`config.mk`:
```
export PLATFORM = sky130hd
export DESIGN_NAME = comparador_serial_i_d_flat
export DESIGN_NICKNAME = d
export VERILOG_FILES = /design/src/rtl/comparador_serial_i_d_if.sv /design/src/rtl/comparador_serial_i_d.sv /design/src/flat_wrapper.sv
export SDC_FILE = /design/constraint.sdc
export NUM_CORES = 1
export LEC_CHECK = 0
export ABC_AREA = 1
export CORE_AREA = 5 5 42 44
export CTS_CLUSTER_DIAMETER = 40
export DETAILED_ROUTE_END_ITERATION = 7
export DIE_AREA = 0 0 47 49
export GPL_TIMING_DRIVEN = 0
export PLACE_DENSITY_LB_ADDON = 0.2
export RECOVER_POWER = 25
export REMOVE_ABC_BUFFERS = 1
export SYNTH_ARGS = -nofsm -noshare
export SYNTH_HDL_FRONTEND = slang
export SYNTH_SLANG_ARGS = --single-unit
```
`constraint.sdc`:
```
create_clock -name clk -period 2.5 [get_ports clk]
set_clock_uncertainty 0.15 [all_clocks]
set_input_delay 0.25 -clock clk [delete_from_list [all_inputs] [get_ports clk]]
set_output_delay 0.25 -clock clk [all_outputs]
set_load 0.02 [all_outputs]
```
`src/rtl/comparador_serial_i_d_if.sv`:
```
//------------------------------------------------------------------------------
// Module      : comparador_serial_i_d_if
// Description : Bit-pair stream and result bundle for the MSB-first comparator.
// Revision    : 1.0 - initial release
//------------------------------------------------------------------------------
`default_nettype none

interface comparador_serial_i_d_if;
    logic start;
    logic bit_valid;
    logic a_p;
    logic b_p;
    logic busy;
    logic decidido;
    logic done;
    logic mayor;
    logic menor;
    logic igual;

    modport master (
        output start, bit_valid, a_p, b_p,
        input  busy, decidido, done, mayor, menor, igual
    );

    modport slave (
        input  start, bit_valid, a_p, b_p,
        output busy, decidido, done, mayor, menor, igual
    );
endinterface

`default_nettype wire

```
`src/rtl/comparador_serial_i_d.sv`:
```
//------------------------------------------------------------------------------
// Module      : comparador_serial_i_d
// Description : MSB-first bit-serial unsigned magnitude comparator; the relation
//               locks at the first differing bit pair.
// Revision    : 1.0 - initial release
//------------------------------------------------------------------------------
`default_nettype none

module comparador_serial_i_d #(
    parameter int N = 8
) (
    input  logic                    clk,
    input  logic                    rst,
    comparador_serial_i_d_if.slave  bus
);

    localparam int CNT_W = $clog2(N);
    localparam logic [CNT_W-1:0] C_CNT_LAST = CNT_W'(N - 1);

    typedef enum logic [1:0] {
        S_IDLE    = 2'd0,
        S_COMPARE = 2'd1,
        S_DONE    = 2'd2
    } state_t;

    typedef enum logic [1:0] {
        REL_EQ = 2'd0,
        REL_GT = 2'd1,
        REL_LT = 2'd2
    } rel_t;

    state_t           r_state, w_state_next;
    rel_t             r_rel, w_rel_next, w_rel_upd;
    logic [CNT_W-1:0] r_cnt, w_cnt_next;
    logic             r_busy, w_busy_next;
    logic             r_decidido, w_decidido_next;
    logic             r_done, w_done_next;
    logic             r_mayor, w_mayor_next;
    logic             r_menor, w_menor_next;
    logic             r_igual, w_igual_next;

    // Relation after absorbing the current bit pair; once decided it never moves.
    always_comb begin
        w_rel_upd = r_rel;
        if (r_rel == REL_EQ && bus.a_p != bus.b_p) begin
            w_rel_upd = bus.a_p ? REL_GT : REL_LT;
        end
    end

    always_comb begin
        w_state_next    = r_state;
        w_rel_next      = r_rel;
        w_cnt_next      = r_cnt;
        w_busy_next     = r_busy;
        w_decidido_next = r_decidido;
        w_done_next     = 1'b0;
        w_mayor_next    = r_mayor;
        w_menor_next    = r_menor;
        w_igual_next    = r_igual;

        case (r_state)
            S_IDLE: begin
                if (bus.start) begin
                    w_state_next    = S_COMPARE;
                    w_cnt_next      = '0;
                    w_rel_next      = REL_EQ;
                    w_busy_next     = 1'b1;
                    w_decidido_next = 1'b0;
                    w_mayor_next    = 1'b0;
                    w_menor_next    = 1'b0;
                    w_igual_next    = 1'b0;
                end
            end
            S_COMPARE: begin
                if (bus.bit_valid) begin
                    w_rel_next      = w_rel_upd;
                    w_decidido_next = (w_rel_upd != REL_EQ);
                    if (r_cnt == C_CNT_LAST) begin
                        w_state_next = S_DONE;
                        w_busy_next  = 1'b0;
                        w_done_next  = 1'b1;
                        w_mayor_next = (w_rel_upd == REL_GT);
                        w_menor_next = (w_rel_upd == REL_LT);
                        w_igual_next = (w_rel_upd == REL_EQ);
                    end else begin
                        w_cnt_next = r_cnt + 1'b1;
                    end
                end
            end
            S_DONE: begin
                w_state_next = S_IDLE;
            end
            default: begin
                w_state_next = S_IDLE;
            end
        endcase
    end

    always_ff @(posedge clk) begin
        if (rst) begin
            r_state    <= S_IDLE;
            r_rel      <= REL_EQ;
            r_cnt      <= '0;
            r_busy     <= 1'b0;
            r_decidido <= 1'b0;
            r_done     <= 1'b0;
            r_mayor    <= 1'b0;
            r_menor    <= 1'b0;
            r_igual    <= 1'b0;
        end else begin
            r_state    <= w_state_next;
            r_rel      <= w_rel_next;
            r_cnt      <= w_cnt_next;
            r_busy     <= w_busy_next;
            r_decidido <= w_decidido_next;
            r_done     <= w_done_next;
            r_mayor    <= w_mayor_next;
            r_menor    <= w_menor_next;
            r_igual    <= w_igual_next;
        end
    end

    assign bus.busy     = r_busy;
    assign bus.decidido = r_decidido;
    assign bus.done     = r_done;
    assign bus.mayor    = r_mayor;
    assign bus.menor    = r_menor;
    assign bus.igual    = r_igual;

endmodule

`default_nettype wire

```
`src/flat_wrapper.sv`:
```
// flat-port wrapper written by rule: the top's interface ports become plain ports
module comparador_serial_i_d_flat 
#(
    parameter int N = 8
)
  (clk, rst, bus_start, bus_bit_valid, bus_a_p, bus_b_p, bus_busy, bus_decidido, bus_done, bus_mayor, bus_menor, bus_igual);
  comparador_serial_i_d_if bus_i ();
  input  logic clk;
  input  logic rst;
  input wire logic [$bits(bus_i.start)-1:0] bus_start;
  input wire logic [$bits(bus_i.bit_valid)-1:0] bus_bit_valid;
  input wire logic [$bits(bus_i.a_p)-1:0] bus_a_p;
  input wire logic [$bits(bus_i.b_p)-1:0] bus_b_p;
  output wire logic [$bits(bus_i.busy)-1:0] bus_busy;
  output wire logic [$bits(bus_i.decidido)-1:0] bus_decidido;
  output wire logic [$bits(bus_i.done)-1:0] bus_done;
  output wire logic [$bits(bus_i.mayor)-1:0] bus_mayor;
  output wire logic [$bits(bus_i.menor)-1:0] bus_menor;
  output wire logic [$bits(bus_i.igual)-1:0] bus_igual;
  assign bus_i.start = bus_start;
  assign bus_i.bit_valid = bus_bit_valid;
  assign bus_i.a_p = bus_a_p;
  assign bus_i.b_p = bus_b_p;
  assign bus_busy = bus_i.busy;
  assign bus_decidido = bus_i.decidido;
  assign bus_done = bus_i.done;
  assign bus_mayor = bus_i.mayor;
  assign bus_menor = bus_i.menor;
  assign bus_igual = bus_i.igual;
  comparador_serial_i_d #(.N(N)) u_core (.clk(clk), .rst(rst), .bus(bus_i));
endmodule
```
======== Word level (Yosys, flattened, before mapping) ========
Index checks and enable logic that the tools add are counted.
Widths: inputs -> output; s select.
operators by class
  add/subtract/negate cells ............... 1
  equality and inequality tests ........... 9
  multiplexer cells ....................... 30
  bitwise logic cells ..................... 2
  reduce and logical (&&, ||, !) cells .... 11
operators with widths
  kind                 count
  $mux 2               7
  $mux 1               12
  $pmux 1 s2           5
  $mux 3               3
  $pmux 2 s2           2
  $reduce_and 4->1     2
  $logic_not 2->1      3
  $ne 2x2->1 const B   3
  $pmux 3 s2           1
  $reduce_and 3->1     2
  $eq 2x1->1 const B   2
  $reduce_bool 2->1    2
  $add 3x1->3 const B  1
  $eq 3x3->1 const B   1
  $reduce_or 3->1      1
  $eq 2x2->1 const B   1
  $ne 2x1->1 const B   1
  $not 1->1            2
  $logic_and 1x1->1    1
  $ne 1x1->1           1
word-level totals
  register bits ........................... 13
  bits of input ports ..................... 6
  output and inout port bits .............. 6
  word-level logic and storage cells ...... 62

======== Depth between registers and ports, before layout ========
  depth after elaboration ................. 7
  gate-level depth with buffers ........... 8
  mapped depth without buffers ............ 8

======== Least setup slack after synthesis ========
Ideal clock, no wire load.
  kind .................................... reg-to-reg
  start point ............................. reg u_core.r_cnt[0]
  end point ............................... reg u_core.r_cnt[1]
  setup time .............................. 0.070 ns
  data arrival time ....................... 1.168 ns
  data required time ...................... 2.280 ns
  path slack .............................. 1.112 ns
  stages on the path, launching flop included .. 8
  buffers on the path ..................... 0
  period minus slack after synthesis ...... 1.388 ns
  cells stage by stage .................... dfxtp_1 -> ha_1 -> ha_1 -> inv_1 -> nand2_1 -> nor2_2 -> nand2_1 -> a21oi_1
on the way
  word-level cells in the longest chain between the ends .. 4
  elaborated cells between the ends (all ways) .. 7
  classes of those cells .................. 1 x add/sub; 2 x eq/ne; 3 x mux; 1 x reduce/logical
ends and longest elaborated chain
  what                    line                          text
  from (decl)             comparador_serial_i_d.sv:34   logic [CNT_W-1:0] r_cnt, w_cnt_next;
  from (signal assigned)  comparador_serial_i_d.sv:113  r_cnt <= w_cnt_next;
  $add 3x1->3             comparador_serial_i_d.sv:86   w_cnt_next = r_cnt + 1'b1;
  $mux 3                  comparador_serial_i_d.sv:78   if (r_cnt == C_CNT_LAST) begin
  $mux 3                  comparador_serial_i_d.sv:75   if (bus.bit_valid) begin
  $pmux 3 s2              comparador_serial_i_d.sv:61   case (r_state)
Several ways; a longest one is shown, not always the timed one. The select of a mux whose other input is x is not followed.
A chain may end at the register's enable or synchronous reset.

======== Worst setup path after layout ========
  start point ............................. reg u_core.r_igual, in the netlist u_core.bus.igual
  end point ............................... out bus_igual
RTL lines
  what                    line                          text
  from (decl)             comparador_serial_i_d.sv:40   logic r_igual, w_igual_next;
  from (signal assigned)  comparador_serial_i_d.sv:119  r_igual <= w_igual_next;
  to (decl)               flat_wrapper.sv:19            output wire logic [$bits(bus_i.igual)-1:0] bus_igual;
No word-level cell between the ends.

==> flow_summary.toml <==
[floorplanning]
die_w_um = 47
die_area_mm2 = 0.00230
ios = 12
die_h_um = 49
core_mm2 = 0.00140
initial_core_util_pct = 45.6
num_rows = 14

[synthesis]
ys_seq_area_share_pct = 40.7
synth_seq_cells = 13
avgSynthCellArea_um2 = 7.35
syn_area_um2 = 639
yosysWarningCount = 0
syn_inst = 87
synth_cell_types = 20

[drt]
route.detailed.drc = 0
antenna_left = 0
via_count = 561
routed_wl_mm = 1.23
viasPerCell = 4.75
firstDrtPassIters = 4
drt_first_iter_violations = 5
wl_per_cell_um = 10.4

[placed_design]
place_congestion = 0.832
portBuffers = 11
dp_hpwl_um = 942

[clocking]
cts_buffers = 3
cts_setup_buffers = 0
root_buffer = "clkbuf_4"
cts.sinks = 13
htreeDepth = 1
clkSlewWorstSetupHoldPaths_ns = 0.08
holdBufCountCts = 0
tritoncts = "built"
cts_resized = 0
clock_latency_ns = 0.27
clk_path_buf_depth = 2

[setup_path]
r2r_end = "u_core.r_cnt[1]$_SDFFE_PP0P_"
critPathSlowestCell = "clkdlybuf4s50_1"
rr_startpoint = "u_core.r_cnt[0]$_SDFFE_PP0P_"
critPathKind = "flop to output port"
critPathRequiredTime_ns = 2.10
crit_family = "buffers and inverters"
critical_path_buf_inv_count = 1
cp_data_arrival_time_ns = 1.21
slowest_delay_ns = 0.60
regToRegSetupSlack_ns = 0.98
path_depth = 1
setup.worst_path.end_class = "output port"
reg2reg_depth = 7
path_cells = "clkdlybuf4s50_1"
path_max_fanout = 2
worst_setup_path_start_kind = "flop"

[sta]
fmax_mhz = 622
max_slew.worst_pin.slew_ns = 0.258
drv_slew = 0
finalSetupTns_ns = 0
grt_setup_unrepaired = "false"
fin_crit_sh_pct = 64.3
setup_viol = 0
maxSlewHeadroom_pct = 82.8
finalCriticalPeriod_ns = 1.61
hold_violations = 0

[finish]
final_cell_mix = "23 x nand2_1, 14 x inv_1, 13 x dfxtp_1"
fin_util_pct = 55.7
nets = 111
nFillCells = 145
num_antenna_cells = 0
final_common_cell = "nand2_1"
syn2layout_area_growth_pct = 22.1
drive_gt1_share_pct = 8.82

[global_route]
grt_max_degree = 8
grt_pass1_wl_mm = 2.10
antenna_found_initial = 0
grt_overflow = 0
grt_pass1_vias = 513
grtUsageTotal_pct = 12.6

[worst_hold_path]
hp-start = "u_core.bus.busy$_SDFFE_PP0P_"
holdPathEnd = "u_core.bus.busy$_SDFFE_PP0P_"
hold_path.class = "flop to flop"
hold_path_depth = 2

[job]
max_cap_violations = 0

[run_status]
status = "complete, no violations"

[power]
peakVddDrop_mv = 0.320
powerDensity_mw_per_mm2 = 594
leakagePower_uw = 0.000355
-- stage by stage --
step / worst slack [ns] / power [uW] / area, um^2 / std cells / hold WS, ns
5_1_grt: 0.819 / 498 / 781 / 118 / 0.355
3_3_place_gp: 0.999 / 338 / 769 / 114 / 0.301
4_1_cts: 0.876 / 473 / 796 / 118 / 0.322
6_report: 0.891 / 464 / 781 / 118 / 0.324
2_1_floorplan: 1.11 / 305 / 639 / 87 / 0.169
3_5_place_dp: 0.962 / 340 / 769 / 114 / 0.311
-- cell type report --
class | count | area [um^2] | share of cell area (%)
inverter | 15 | 56.3 | 7.21
sequential | 13 | 260 | 33.3
timing repair buffer | 11 | 110 | 14.1
multi-input combinational | 59 | 308 | 39.4
tap | 16 | 20.0 | 2.56
clock buffer | 4 | 26.3 | 3.37
-- cells in the mapped netlist --
master	count	area, um^2
nand2_1	21	78.8
ha_1	2	25.0
o21ai_0	3	15.0
nand2_2	2	12.5
o21ai_2	1	8.76
nand4_1	1	6.26
nand3_1	7	35.0
nor2_8	1	20.0
o21ai_1	1	5.00
nor2_2	1	6.26
nor3_2	1	10.0
a21oi_1	8	40.0
dfxtp_1	13	260
inv_2	1	3.75
nor2_1	5	18.8
nor3_1	1	5.00
a31oi_1	1	6.26
nand2_4	2	22.5
o211ai_1	1	7.51
inv_1	14	52.6
-- report_power, final --
group | switching, uW | leakage [uW] | internal [uW]
Clock | 70.7 | 0.0000150 | 61.8
Sequential | 8.83 | 0.000106 | 220
Combinational | 61.4 | 0.000233 | 41.3
Total | 141 | 0.000355 | 323
-- state kept, by name, indices dropped and copies added, names as in the netlist --
| register | count |
|---|---|
| u_core.bus.menor | 1 |
| u_core.r_cnt | 3 |
| u_core.bus.igual | 1 |
| u_core.bus.mayor | 1 |
| u_core.r_rel | 2 |
| u_core.r_state | 2 |
| u_core.bus.done | 1 |
| u_core.bus.busy | 1 |
| u_core.bus.decidido | 1 |
-- per-layer routing --
metal / wire length [um] / global-route usage [%]
met1: 549 / 16.2
met2: 606 / 18.3
met3: 61 / 3.32
met4: 12 / 7.37
met5: 0 / 0
-- cell families after synthesis --
family	synth area share, %
AND/OR/NAND/NOR	33.7
AO/OA/AOI/OAI	12.9
buffers and inverters	8.81
flip-flops	40.7
adder cells (fa/ha/maj)	3.91
-- how the worst max path moves through the flow --
stage,endpoint,slack [ns],from
after floorplan,u_core.r_cnt[1]$_SDFFE_PP0P_,1.11,u_core.r_cnt[0]$_SDFFE_PP0P_
after global routing,bus_igual,0.82,u_core.bus.igual$_SDFFE_PP0P_
final,bus_igual,0.89,u_core.bus.igual$_SDFFE_PP0P_
after global placement,u_core.bus.menor$_SDFFE_PP0P_,1.0,bus_bit_valid
after detailed placement,u_core.r_cnt[1]$_SDFFE_PP0P_,0.96,u_core.r_cnt[0]$_SDFFE_PP0P_
after CTS,bus_igual,0.88,u_core.bus.igual$_SDFFE_PP0P_
Power figures use the tool's default switching activity.
